`src/rtl/control_pipe.sv`:
```
// control_pipe: RV32I opcode decode in ID plus EX/MEM/WB control pipeline with hazard, flush and freeze handling
module control_pipe #(
    parameter int unsigned REG_ADDR_W   = 5,
    parameter bit          ILLEGAL_TRAP = 1'b1
) (
    input  logic                  clk,
    input  logic                  rst_n,
    input  logic                  id_valid,
    input  logic [6:0]            id_opcode,
    input  logic [REG_ADDR_W-1:0] id_rs1,
    input  logic [REG_ADDR_W-1:0] id_rs2,
    input  logic [REG_ADDR_W-1:0] id_rd,
    input  logic                  branch_taken,
    input  logic                  mem_ready,
    output logic                  ex_valid,
    output logic                  mem_valid,
    output logic                  wb_valid,
    output logic [9:0]            ex_ctrl,
    output logic [9:0]            mem_ctrl,
    output logic [9:0]            wb_ctrl,
    output logic [REG_ADDR_W-1:0] ex_rd,
    output logic [REG_ADDR_W-1:0] mem_rd,
    output logic [REG_ADDR_W-1:0] wb_rd,
    output logic                  ex_illegal,
    output logic                  wb_reg_we,
    output logic                  stall_id,
    output logic                  flush_id
);
    localparam logic [6:0] OP_R      = 7'b0110011;
    localparam logic [6:0] OP_IALU   = 7'b0010011;
    localparam logic [6:0] OP_LUI    = 7'b0110111;
    localparam logic [6:0] OP_AUIPC  = 7'b0010111;
    localparam logic [6:0] OP_LOAD   = 7'b0000011;
    localparam logic [6:0] OP_STORE  = 7'b0100011;
    localparam logic [6:0] OP_BRANCH = 7'b1100011;
    localparam logic [6:0] OP_JALR   = 7'b1100111;
    localparam logic [6:0] OP_JAL    = 7'b1101111;

    logic [9:0]            dec_ctrl;
    logic                  dec_illegal;
    logic                  uses_rs1;
    logic                  uses_rs2;
    logic                  load_use;
    logic                  flush;
    logic                  ex_load;
    logic                  ex_valid_q, ex_valid_d;
    logic [9:0]            ex_ctrl_q, ex_ctrl_d;
    logic [REG_ADDR_W-1:0] ex_rd_q, ex_rd_d;
    logic                  ex_illegal_q, ex_illegal_d;
    logic                  mem_valid_q, wb_valid_q;
    logic [9:0]            mem_ctrl_q, wb_ctrl_q;
    logic [REG_ADDR_W-1:0] mem_rd_q, wb_rd_q;

    // Decode the ID opcode into its control word and which source registers it reads
    always_comb begin
        dec_ctrl    = '0;
        dec_illegal = 1'b0;
        uses_rs1    = 1'b1;
        uses_rs2    = 1'b0;
        case (id_opcode)
            OP_R:      begin dec_ctrl = 10'h088; uses_rs2 = 1'b1; end
            OP_IALU:   dec_ctrl = 10'h2A8;
            OP_LUI:    begin dec_ctrl = 10'h0A0; uses_rs1 = 1'b0; end
            OP_AUIPC:  begin dec_ctrl = 10'h0B0; uses_rs1 = 1'b0; end
            OP_LOAD:   dec_ctrl = 10'h0A2;
            OP_STORE:  begin dec_ctrl = 10'h024; uses_rs2 = 1'b1; end
            OP_BRANCH: begin dec_ctrl = 10'h001; uses_rs2 = 1'b1; end
            OP_JALR:   dec_ctrl = 10'h1E1;
            OP_JAL:    begin dec_ctrl = 10'h1F1; uses_rs1 = 1'b0; end
            default:   begin dec_illegal = 1'b1; uses_rs1 = 1'b0; end
        endcase
    end

    assign load_use = id_valid & ex_valid_q & ex_ctrl_q[1] & (ex_rd_q != '0) &
                      ((uses_rs1 & (id_rs1 == ex_rd_q)) | (uses_rs2 & (id_rs2 == ex_rd_q)));
    assign flush    = ex_valid_q & branch_taken;
    assign ex_load  = id_valid & ~flush & ~load_use & ~(dec_illegal & !ILLEGAL_TRAP);

    // Next EX entry: the decoded ID instruction, or a bubble on flush, load-use, dropped illegal or empty ID
    always_comb begin
        ex_valid_d   = ex_load;
        ex_ctrl_d    = ex_load ? dec_ctrl : '0;
        ex_rd_d      = ex_load ? id_rd : '0;
        ex_illegal_d = ex_load & dec_illegal;
    end

    // Stage registers advance together only when data memory can complete; otherwise the whole pipe freezes
    always_ff @(posedge clk or negedge rst_n) begin
        if (!rst_n) begin
            ex_valid_q   <= 1'b0;
            ex_ctrl_q    <= '0;
            ex_rd_q      <= '0;
            ex_illegal_q <= 1'b0;
            mem_valid_q  <= 1'b0;
            mem_ctrl_q   <= '0;
            mem_rd_q     <= '0;
            wb_valid_q   <= 1'b0;
            wb_ctrl_q    <= '0;
            wb_rd_q      <= '0;
        end else if (mem_ready) begin
            ex_valid_q   <= ex_valid_d;
            ex_ctrl_q    <= ex_ctrl_d;
            ex_rd_q      <= ex_rd_d;
            ex_illegal_q <= ex_illegal_d;
            mem_valid_q  <= ex_valid_q;
            mem_ctrl_q   <= ex_ctrl_q;
            mem_rd_q     <= ex_rd_q;
            wb_valid_q   <= mem_valid_q;
            wb_ctrl_q    <= mem_ctrl_q;
            wb_rd_q      <= mem_rd_q;
        end
    end

    assign ex_valid   = ex_valid_q;
    assign ex_ctrl    = ex_ctrl_q;
    assign ex_rd      = ex_rd_q;
    assign ex_illegal = ex_illegal_q;
    assign mem_valid  = mem_valid_q;
    assign mem_ctrl   = mem_ctrl_q;
    assign mem_rd     = mem_rd_q;
    assign wb_valid   = wb_valid_q;
    assign wb_ctrl    = wb_ctrl_q;
    assign wb_rd      = wb_rd_q;
    assign wb_reg_we  = wb_valid_q & wb_ctrl_q[7] & (wb_rd_q != '0);
    // A memory wait holds ID even in reset-free operation; reset forces both handshakes low
    assign stall_id   = rst_n & (~mem_ready | (~flush & load_use));
    assign flush_id   = mem_ready & flush;
endmodule

```
`config.mk`:
```
export PLATFORM = sky130hd
export DESIGN_NAME = control_pipe
export DESIGN_NICKNAME = d
export VERILOG_FILES = /design/src/rtl/control_pipe.sv
export SDC_FILE = /design/constraint.sdc
export NUM_CORES = 1
export LEC_CHECK = 0
export BUFFER_PORTS_ARGS = -buffer_cell sky130_fd_sc_hd__buf_4
export CORE_AREA = 2 2 78 80
export CTS_CLUSTER_DIAMETER = 40
export CTS_CLUSTER_SIZE = 12
export DETAILED_ROUTE_END_ITERATION = 10
export DIE_AREA = 0 0 80 82
export PLACE_DENSITY = 0.7
export SYNTH_ARGS = -nofsm -noshare
export SYNTH_HDL_FRONTEND = slang
export SYNTH_SLANG_ARGS = --single-unit
```
`constraint.sdc`:
```
create_clock -name clk -period 2.2 [get_ports clk]
set_input_delay 0.33 -clock clk [delete_from_list [all_inputs] [get_ports clk]]
set_output_delay 0.33 -clock clk [all_outputs]
set_load 0.02 [all_outputs]
```
Word level (Yosys, flattened, before mapping):

Index checks and enable logic that the tools add are counted.

* bitwise operators: 20
* multiplexer cells: 6
* reductions and logical operators: 5
* equal/unequal tests: 11

Operator list (count)
* 10-bit case mux with 9 select lines: 1
* 7-bit by 6-bit equality test with 1-bit output, second input constant: 3
* 7-bit equality test, second input constant: 3
* 1-bit AND: 15
* 7-bit by 5-bit equality test with 1-bit output, second input constant: 2
* 5-bit equality test: 2
* 10-bit two-way mux: 1
* 5-bit nonzero test: 2
* 9-bit OR reduction: 1
* 7-bit by 2-bit equality test with 1-bit output, second input constant: 1
* 6-bit OR reduction: 1
* 5-bit two-way mux: 1
* 1-bit two-way mux: 3
* 1-bit NOT: 3
* 3-bit OR reduction: 1
* 1-bit OR: 2

* word-level logic and storage cells: 52
* bits of input ports: 27
* bits in registers: 49

Depth between registers and ports, before layout:

Gate-level depths: netlist of run 1.

* depth after elaboration: 9
* depth in mapped cells: 7
* mapped depth without buffers: 5

Worst setup path after synthesis of run 1:

No wires, ideal clock.

* kind: input-to-output
* start: in id_opcode[3]
* end: out stall_id
* required time: 1.870 ns
* data arrival time: 1.670 ns
* path slack: 0.200 ns
* stages on the path: 5
* buffers on the path: 0
* cell sequence: nand3b_1 > a2111oi_0 > nand4_1 > a211o_1 > a21boi_1

* longest elaborated chain between the ends: 9
* elaborated cells between the ends (all ways): 17
* those cells by class: 6 x eq/ne; 2 x mux; 7 x bitwise; 2 x reduce/logical

Ends and longest elaborated chain
* start: declaration: line 9 `input logic [6:0] id_opcode,`
* 7-bit equality test, or another cell as far along: line 60 `case (id_opcode)`
* 6-bit OR reduction (no line) or 3-bit OR reduction (tied branches)
* 1-bit two-way mux: line 60
* 1-bit AND: line 75 `((uses_rs1 & (id_rs1 == ex_rd_q)) | (uses_rs2 & (id_rs2 == ex_rd_q)));`
* 1-bit OR (*): line 75
* 1-bit AND (*): line 74 `assign load_use = id_valid & ex_valid_q & ex_ctrl_q[1] & (ex_rd_q != '0) &`
* 1-bit AND (*): line 126 `assign stall_id = rst_n & (~mem_ready | (~flush & load_use));`
* 1-bit OR (*): line 126
* 1-bit AND (*): line 126
* end: declaration: line 26 `output logic stall_id,`

Every way passes the cells marked *; elsewhere a longest branch is shown, timed or not.

Worst setup path after layout of run 1:

* start: reg ex_rd_q[2], in the netlist ex_rd[2]
* end: out stall_id

* longest elaborated chain between the ends: 7
* elaborated cells between the ends (all ways): 11
* those cells by class: 2 x eq/ne; 8 x bitwise; 1 x reduce/logical

Ends and longest elaborated chain
* start: declaration: line 48 `logic [REG_ADDR_W-1:0] ex_rd_q, ex_rd_d;`
* start signal: assignment: line 103 `ex_rd_q <= ex_rd_d;`
* 5-bit equality test: line 75
* 1-bit AND: line 75
* 1-bit OR: line 75
* 1-bit AND (*): line 74
* 1-bit AND (*): line 126
* 1-bit OR (*): line 126
* 1-bit AND (*): line 126

Marks and branches as above.

==> metrics.md, run 1 <==
| Metric | Value |
|---|---|
| Status | `complete, but fails checks` |
| Failing checks | `negative setup slack` |
| Final wirelength | `4980 um` |
| Syn_nets | `210` |
| Critical Path RT | `1.87 ns` |
| Ranking of synthesized cells by area | `dfrtp_1 52%, mux2_2 15%, o22ai_2 5.7%` |
| Met2 Wirelength | `2510 um` |
| Worst EP arrival | `1.89 ns` |
| Die height | `82 um` |
| Max layer used | `met4` |
| Fmax | `0.451 GHz` |
| Crit Path Class | `reg -> out` |
| Synth-to-Final Area Change | `39.6%` |
| Final worst slack | `-0.0164 ns` |
| Largest net degree at the start of global routing | `47` |
| Dominant cell type by area after synthesis | `dfrtp_1` |
| Power per cell area | `593 mW/mm^2` |
| Wl on met1 | `2140 um` |
| Vias in the first global route | `1673` |
| ANT cells | `0` |
| GRT overflow | `0` |
| Seq cells post-synth | `46` |
| Clock root cell | `clkbuf_8` |
| Clk_lat worst skew | `0.30 ns` |
| Async S/R FF share, synth | `1.00` |
| Metal3 WL | `261 um` |
| Clock tree sinks | `46` |
| # nets final | `301` |
| Initial core utilization | `0.385` |
| Worst hold path class | `in -> async` |
| Synth Flop Type | `dfrtp_1` |
| RSZ-0062 raised after global routing | `yes` |
| Min Tclk post-route | `2.22 ns` |
| First-pass GRT wire length | `7980 um` |
| Cell Area, Synth | `0.00221 mm^2` |
| Sw frac | `0.288` |
| Clock Skew | `0.00707 ns` |
| Synth cell types | `36` |
| CTS Buf Count | `5` |
| Syn Inst Count | `183` |
| Placed inst area | `0.00290 mm^2` |
| Pwr Total | `1.83 mW` |
| Final Max Slew Viols | `0` |
| Register clock-pin slew on the reported worst setup and hold paths | `0.09 ns` |
| Fin Hold WS | `0.124 ns` |
| Vias | `1717` |
| Rel. slew slack | `0.621` |
| Finished Cell Area | `0.00309 mm^2` |
| Antenna Violating Nets Remaining | `0` |
| DRC viols | `0` |
| Static leakage | `1.55 nW` |
| Seq/Total Area, Yosys | `0.521` |
| Final Hold Viols | `0` |
| Vias/cell | `4.91` |
| Pre-antenna DRT Iters | `4` |
| Starting DRT DRC Count | `49` |
| DP Wirelength | `3700 um` |
| Power share of the combinational group | `0.210` |
| Final setup TNS | `-0.0164 ns` |
| Clock share of power | `0.278` |
| Cell Int Power | `1.30 mW` |
| Global Route Usage Sum | `0.157` |
| Startpoint Class | `register` |
| Switch Pwr | `526 uW` |
| # Max-Cap Violations | `0` |
| Post-synth EDFFs | `0` |
| Placement Rows | `28` |
| H-tree depth | `2` |
| YS warnings | `0` |
| Worst-margin pin slew | `0.569 ns` |
| CORE AREA | `0.00575 mm^2` |
| Yosys top cell area share | `0.521` |
| Crit end category | `output port` |
| CTS tree | `built` |
| Fraction of layout cells with a size suffix above 1 | `0.560` |
| Largest buffer count on any clock path | `2` |
| I/O pin total | `79` |
| Syn avg cell area | `12.1 um^2` |
| Sequential share of power | `0.512` |
| # port buffers | `78` |
| Final setup violation count | `1` |
| WL per Instance | `14.2 um` |
| Die area | `0.00656 mm^2` |
| Die width | `80 um` |
| GPL Wtd Cong | `0.858` |
| Final period util | `1.01` |
| Worst VDD drop | `0.261 mV` |
| Finished Core Util | `0.537` |
| CP Max Fanout | `5` |
| Initial antenna violation count | `0` |
==> what timing repair did <==
| action | in CTS | in global routing |
|---|---|---|
| pin swaps | 4 | 7 |
| setup endpoints to repair | 1 | 1 |
| resized for setup | 6 | 3 |
| buffers inserted | 3 | 4 |
| hold buffers | 0 | 0 |
| cloned | 0 | 0 |
| hold endpoints to repair | 0 | 0 |
==> per-stage QoR <==
stage,setup slack (ns),cells
final,-0.0164,350
after global placement,0.0388,335
after detailed placement,0.0293,335
after CTS,-0.0229,346
after global routing,-0.132,350
after floorplan,0.200,183
==> path summary, 6_finish.rpt <==
| kind | to | slack [ns] | startpoint | cells past startpoint |
|---|---|---|---|---|
| hold reg to reg | wb_ctrl[9] | 0.51 | wb_ctrl[9] | 1 |
| min in group clk | ex_rd[2] | 0.27 | id_rd[2] | 3 |
| setup reg to reg | ex_ctrl[8] | 0.21 | ex_rd[4] | 8 |
| hold / removal | ex_rd[0] | 0.12 | rst_n | 2 |
| max in group asynchronous | ex_rd[4] | 1.65 | rst_n | 2 |
| setup / recovery | stall_id | -0.02 | ex_rd[2] | 6 |
==> registers in the layout, summed over array words and instances, names as in the netlist, 5 cells and up <==
| name | cells |
|---|---|
| mem_rd | 5 |
| ex_rd | 5 |
| ex_ctrl | 9 |
| wb_rd | 5 |
| wb_ctrl | 9 |
| mem_ctrl | 9 |
==> cells in the mapped netlist (all sizes together) (2+ instances only) <==
| cell type | number |
|---|---|
| dfrtp | 46 |
| nand3 | 6 |
| a21oi | 3 |
| or3 | 2 |
| clkbuf | 3 |
| xor2 | 8 |
| nand3b | 2 |
| nand2b | 2 |
| nand2 | 9 |
| buf | 8 |
| nor3 | 2 |
| nand4 | 3 |
| o21ai | 4 |
| and3 | 2 |
| inv | 18 |
| o32ai | 2 |
| mux2 | 30 |
| xnor2 | 2 |
| nor2 | 5 |
| o22ai | 14 |
==> layout make-up <==
type,count,area (um^2)
multi-input combinational,108,956
sequential,46,1150
timing repair buffer,95,724
fill,546,2660
clock buffer,5,68.8
inverter,18,67.6
clock inverter,3,21.3
tap,75,93.8
==> metal layers <==
metal  GRT usage  vias to the layer above
li1            -                      833
met1       0.200                      830
met2       0.267                       47
met3      0.0341                        7
met4      0.0525                        0
met5           0                        -
==> worst max-delay path: stages (launching register included) <==
cell and delay (ns):
dfrtp_2 0.45, xor2_1 0.18, nor3_2 0.21, nand4_1 0.14, a211o_1 0.29, a21boi_2 0.16
buf_4 0.16
==> power by group through the flow <==
stage / combinational (mW) / sequential [mW] / clock [mW]
floorplan: 0.130 / 1.01 / 0
global placement: 0.365 / 0.951 / 0
detailed placement: 0.368 / 0.952 / 0
CTS: 0.380 / 0.937 / 0.532
global route: 0.417 / 0.945 / 0.568
finish: 0.385 / 0.936 / 0.508
==> placed cells by master, fill, tap and decap left out, types with 4 or more instances in the layout <==
cell type	synthesis	layout
o22ai_1	4	4
buf_4	3	92
inv_1	18	18
xor2_1	8	8
dfrtp_1	46	44
o22ai_2	10	10
clkbuf_8	0	5
nor2_1	5	5
mux2_2	30	30
nand3_1	6	6
nand2_1	9	9
==> logic make-up (layout without fill, tap and decap cells) <==
logic type / Yosys count / in the layout / share of synthesized area
XOR/XNOR: 10 / 10 / 0.0396
flip-flops: 46 / 46 / 0.521
multiplexers: 30 / 30 / 0.153
AND/OR/NAND/NOR: 36 / 36 / 0.0872
buffers and inverters: 29 / 121 / 0.0578
AO/OA/AOI/OAI: 32 / 32 / 0.142
Note: power is estimated with default switching activity, not from simulation.
==> run 2, diff against run 1 <==
--- a/config.mk
+++ b/config.mk
@@ -6,12 +6,12 @@
 export NUM_CORES = 1
 export LEC_CHECK = 0
 export BUFFER_PORTS_ARGS = -buffer_cell sky130_fd_sc_hd__buf_4
-export CORE_AREA = 2 2 78 80
+export CORE_AREA = 2 2 71 73
 export CTS_CLUSTER_DIAMETER = 40
 export CTS_CLUSTER_SIZE = 12
 export DETAILED_ROUTE_END_ITERATION = 10
-export DIE_AREA = 0 0 80 82
-export PLACE_DENSITY = 0.7
+export DIE_AREA = 0 0 73 75
+export PLACE_DENSITY = 0.81
 export SYNTH_ARGS = -nofsm -noshare
 export SYNTH_HDL_FRONTEND = slang
 export SYNTH_SLANG_ARGS = --single-unit
==> metrics.md, run 2 (synthesis results as in run 1) <==
| Metric | Value |
|---|---|
| GRT overflow | `0 (unchanged)` |
| CP Cell Sequence | `or4_4, o2111ai_4, a211o_1, a21boi_1, buf_4` |
| Fraction of layout cells with a size suffix above 1 | `0.552 (-0.00815)` |
| Buf/Inv on CP | `1 (unchanged)` |
| First-pass GRT wire length | `7800 um (-2.3%)` |
| DRC viols | `0 (unchanged)` |
| Area of the multi-input gates | `953 um^2 (-0.26%)` |
| Die width | `73 um (-8.8%)` |
| Startpoint Class | `register` |
| DP Wirelength | `3620 um (-2.2%)` |
| Initial core utilization | `0.474 (+0.0895)` |
| Vias/cell | `5.43 (+11%)` |
| Clock root cell | `clkbuf_8` |
| Global Route Usage Sum | `0.187 (+0.0300)` |
| Cell Int Power | `1.41 mW (+8.5%)` |
| Crit Path Class | `reg -> out` |
| Finished Cell Area | `0.00303 mm^2 (-1.8%)` |
| Clock Skew | `0.00802 ns (+0.000946 ns)` |
| Clk_lat worst skew | `0.30 ns (about the same)` |
| Static leakage | `1.53 nW (-1.4%)` |
| CTS Buf Count | `5 (unchanged)` |
| Starting DRT DRC Count | `78 (+59%)` |
| I/O pin total | `79 (unchanged)` |
| Finished Core Util | `0.650 (+0.113)` |
| CP top delay family | `simple AND/OR/NAND/NOR gates` |
| Final Hold Viols | `0 (unchanged)` |
| Vias in the first global route | `1565 (-6.5%)` |
| Power per cell area | `641 mW/mm^2 (+8.2%)` |
| Critical Path RT | `1.87 ns (about the same)` |
| Antenna Violating Nets Remaining | `0 (unchanged)` |
| # nets final | `296 (-1.7%)` |
| Rel. slew slack | `0.609 (-0.0121)` |
| Vias | `1760 (+2.5%)` |
| Worst-margin pin slew | `0.587 ns (+0.0182 ns)` |
| Clock tree sinks | `46 (unchanged)` |
| Most frequent cells in the layout | `90 x buf_4, 42 x dfrtp_1, 30 x mux2_2` |
| Reg area | `0.00116 mm^2 (+0.22%)` |
| # port buffers | `78 (unchanged)` |
| Fmax | `0.456 GHz (+1.1%)` |
| RSZ-0062 raised after global routing | `yes` |
| Largest buffer count on any clock path | `2 (unchanged)` |
| CTS tree | `built` |
| Final Max Slew Viols | `0 (unchanged)` |
| Register clock-pin slew on the reported worst setup and hold paths | `0.09 ns (about the same)` |
| Pre-antenna DRT Iters | `4 (unchanged)` |
| Die area | `0.00548 mm^2 (-17%)` |
| Min Tclk post-route | `2.19 ns (-0.0243 ns)` |
| Power share of the combinational group | `0.195 (-0.015)` |
| Final setup violation count | `0 (-1)` |
| Commonest non-fill, non-tap cell in the layout | `buf_4` |
| Synth-to-Final Area Change | `37.1%` |
| CP Max Fanout | `4 (-1)` |
| Fill count | `368 (-33%)` |
| Setup slack at placement | `0.0587 ns (+0.0294 ns)` |
| Worst EP arrival | `1.86 ns (-0.03 ns)` |
| # Max-Cap Violations | `0 (unchanged)` |
| Slowest CP cell | `or4_4` |
| CORE AREA | `0.00466 mm^2 (-19%)` |
| Worst VDD drop | `0.282 mV (+8.1%)` |
| Crit end category | `output port` |
| Sequential share of power | `0.483 (-0.029)` |
| ANT cells | `0 (unchanged)` |
| CP peak stage delay | `0.55 ns (+0.10 ns)` |
| Die height | `75 um (-8.5%)` |
| Status | `finished clean` |
| Final wirelength | `5060 um (+1.6%)` |
| Clock share of power | `0.322 (+0.044)` |
| Placed inst area | `0.00285 mm^2 (-1.9%)` |
| Switch Pwr | `531 uW (+0.81%)` |
| WL per Instance | `15.6 um (+9.7%)` |
| Largest net degree at the start of global routing | `47 (unchanged)` |
| Worst hold path class | `in -> async` |
| Final worst slack | `0.00792 ns (+0.0243 ns)` |
| H-tree depth | `2 (unchanged)` |
| Placement Rows | `25 (-11%)` |
| Sw frac | `0.273 (-0.0149)` |
| GPL Wtd Cong | `0.810 (-5.6%)` |
| Initial antenna violation count | `0 (unchanged)` |
| Final period util | `0.996 (-0.0111)` |
[run 2: changes by cell type in the layout (fill, tap and decap cells not counted), sizes merged]
| cell | change |
|---|---|
| buf | -5 |
| bufinv | +1 |
| clkbuf | +1 |
| clkinv | -2 |
[run 2: power groups by stage]
| stage | combinational [mW] | sequential, mW | clock (mW) |
|---|---|---|---|
| 6_report | 0.379 | 0.938 | 0.626 |
| 5_1_grt | 0.407 | 0.945 | 0.669 |
| 4_1_cts | 0.378 | 0.939 | 0.632 |
| 3_5_place_dp | 0.357 | 0.957 | 0 |
| 3_3_place_gp | 0.353 | 0.955 | 0 |
| 2_1_floorplan | 0.130 | 1.01 | 0 |
[run 2: worst register-to-register path: stages, from the launching register on]
cell and delay [ns]:
dfrtp_2 0.45, or4_4 0.55, o2111ai_4 0.22, nand4b_1 0.18
o21ai_2 0.14, buf_4 0.20, o22ai_2 0.11
[run 2: stage by stage]
step	power, mW	cells	TNS, ns	hold slack, ns
detailed placement	1.31	310	0	0.470
CTS	1.95	323	0	0.149
global placement	1.31	310	0	0.471
finish	1.94	324	0	0.128
global route	2.02	324	-0.0579	0.171
floorplan	1.14	183	0	0.0344
[run 2: path summary, 6_finish.rpt]
path / end / from / cells after the start / slack (ns)
max: stall_id / ex_rd[1] / 5 / 0.008
min: wb_ctrl[0] / rst_n / 2 / 0.13
max reg2reg: ex_rd[4] / ex_rd[1] / 6 / 0.26
min reg2reg: wb_ctrl[9] / wb_ctrl[9] / 1 / 0.51
max in group asynchronous: ex_rd[4] / rst_n / 2 / 1.65
min in group clk: ex_rd[4] / mem_ready / 2 / 0.26
[run 2: cell type report]
cell class / count / area share
clock buffer: 6 / 0.0239
clock inverter: 2 / 0.0124
inverter: 18 / 0.0223
multi-input combinational: 108 / 0.315
sequential: 46 / 0.382
tap: 54 / 0.0223
timing repair buffer: 90 / 0.223
[run 2: timing repair]
item                                    4_1_cts  5_1_grt
endpoints found under the setup margin        1        1
hold buffers                                  0        0
gates resized for setup                       7        1
pin swaps                                     1        5
buffers inserted                              5        1
[run 2: per-layer routing]
metal | track usage | vias to the layer above | share of wire
li1 | - | 826 | -
met1 | 0.262 | 885 | 0.46
met2 | 0.297 | 44 | 0.49
met3 | 0.0375 | 5 | 0.038
met4 | 0.0556 | 0 | 0.013
met5 | 0 | - | 0
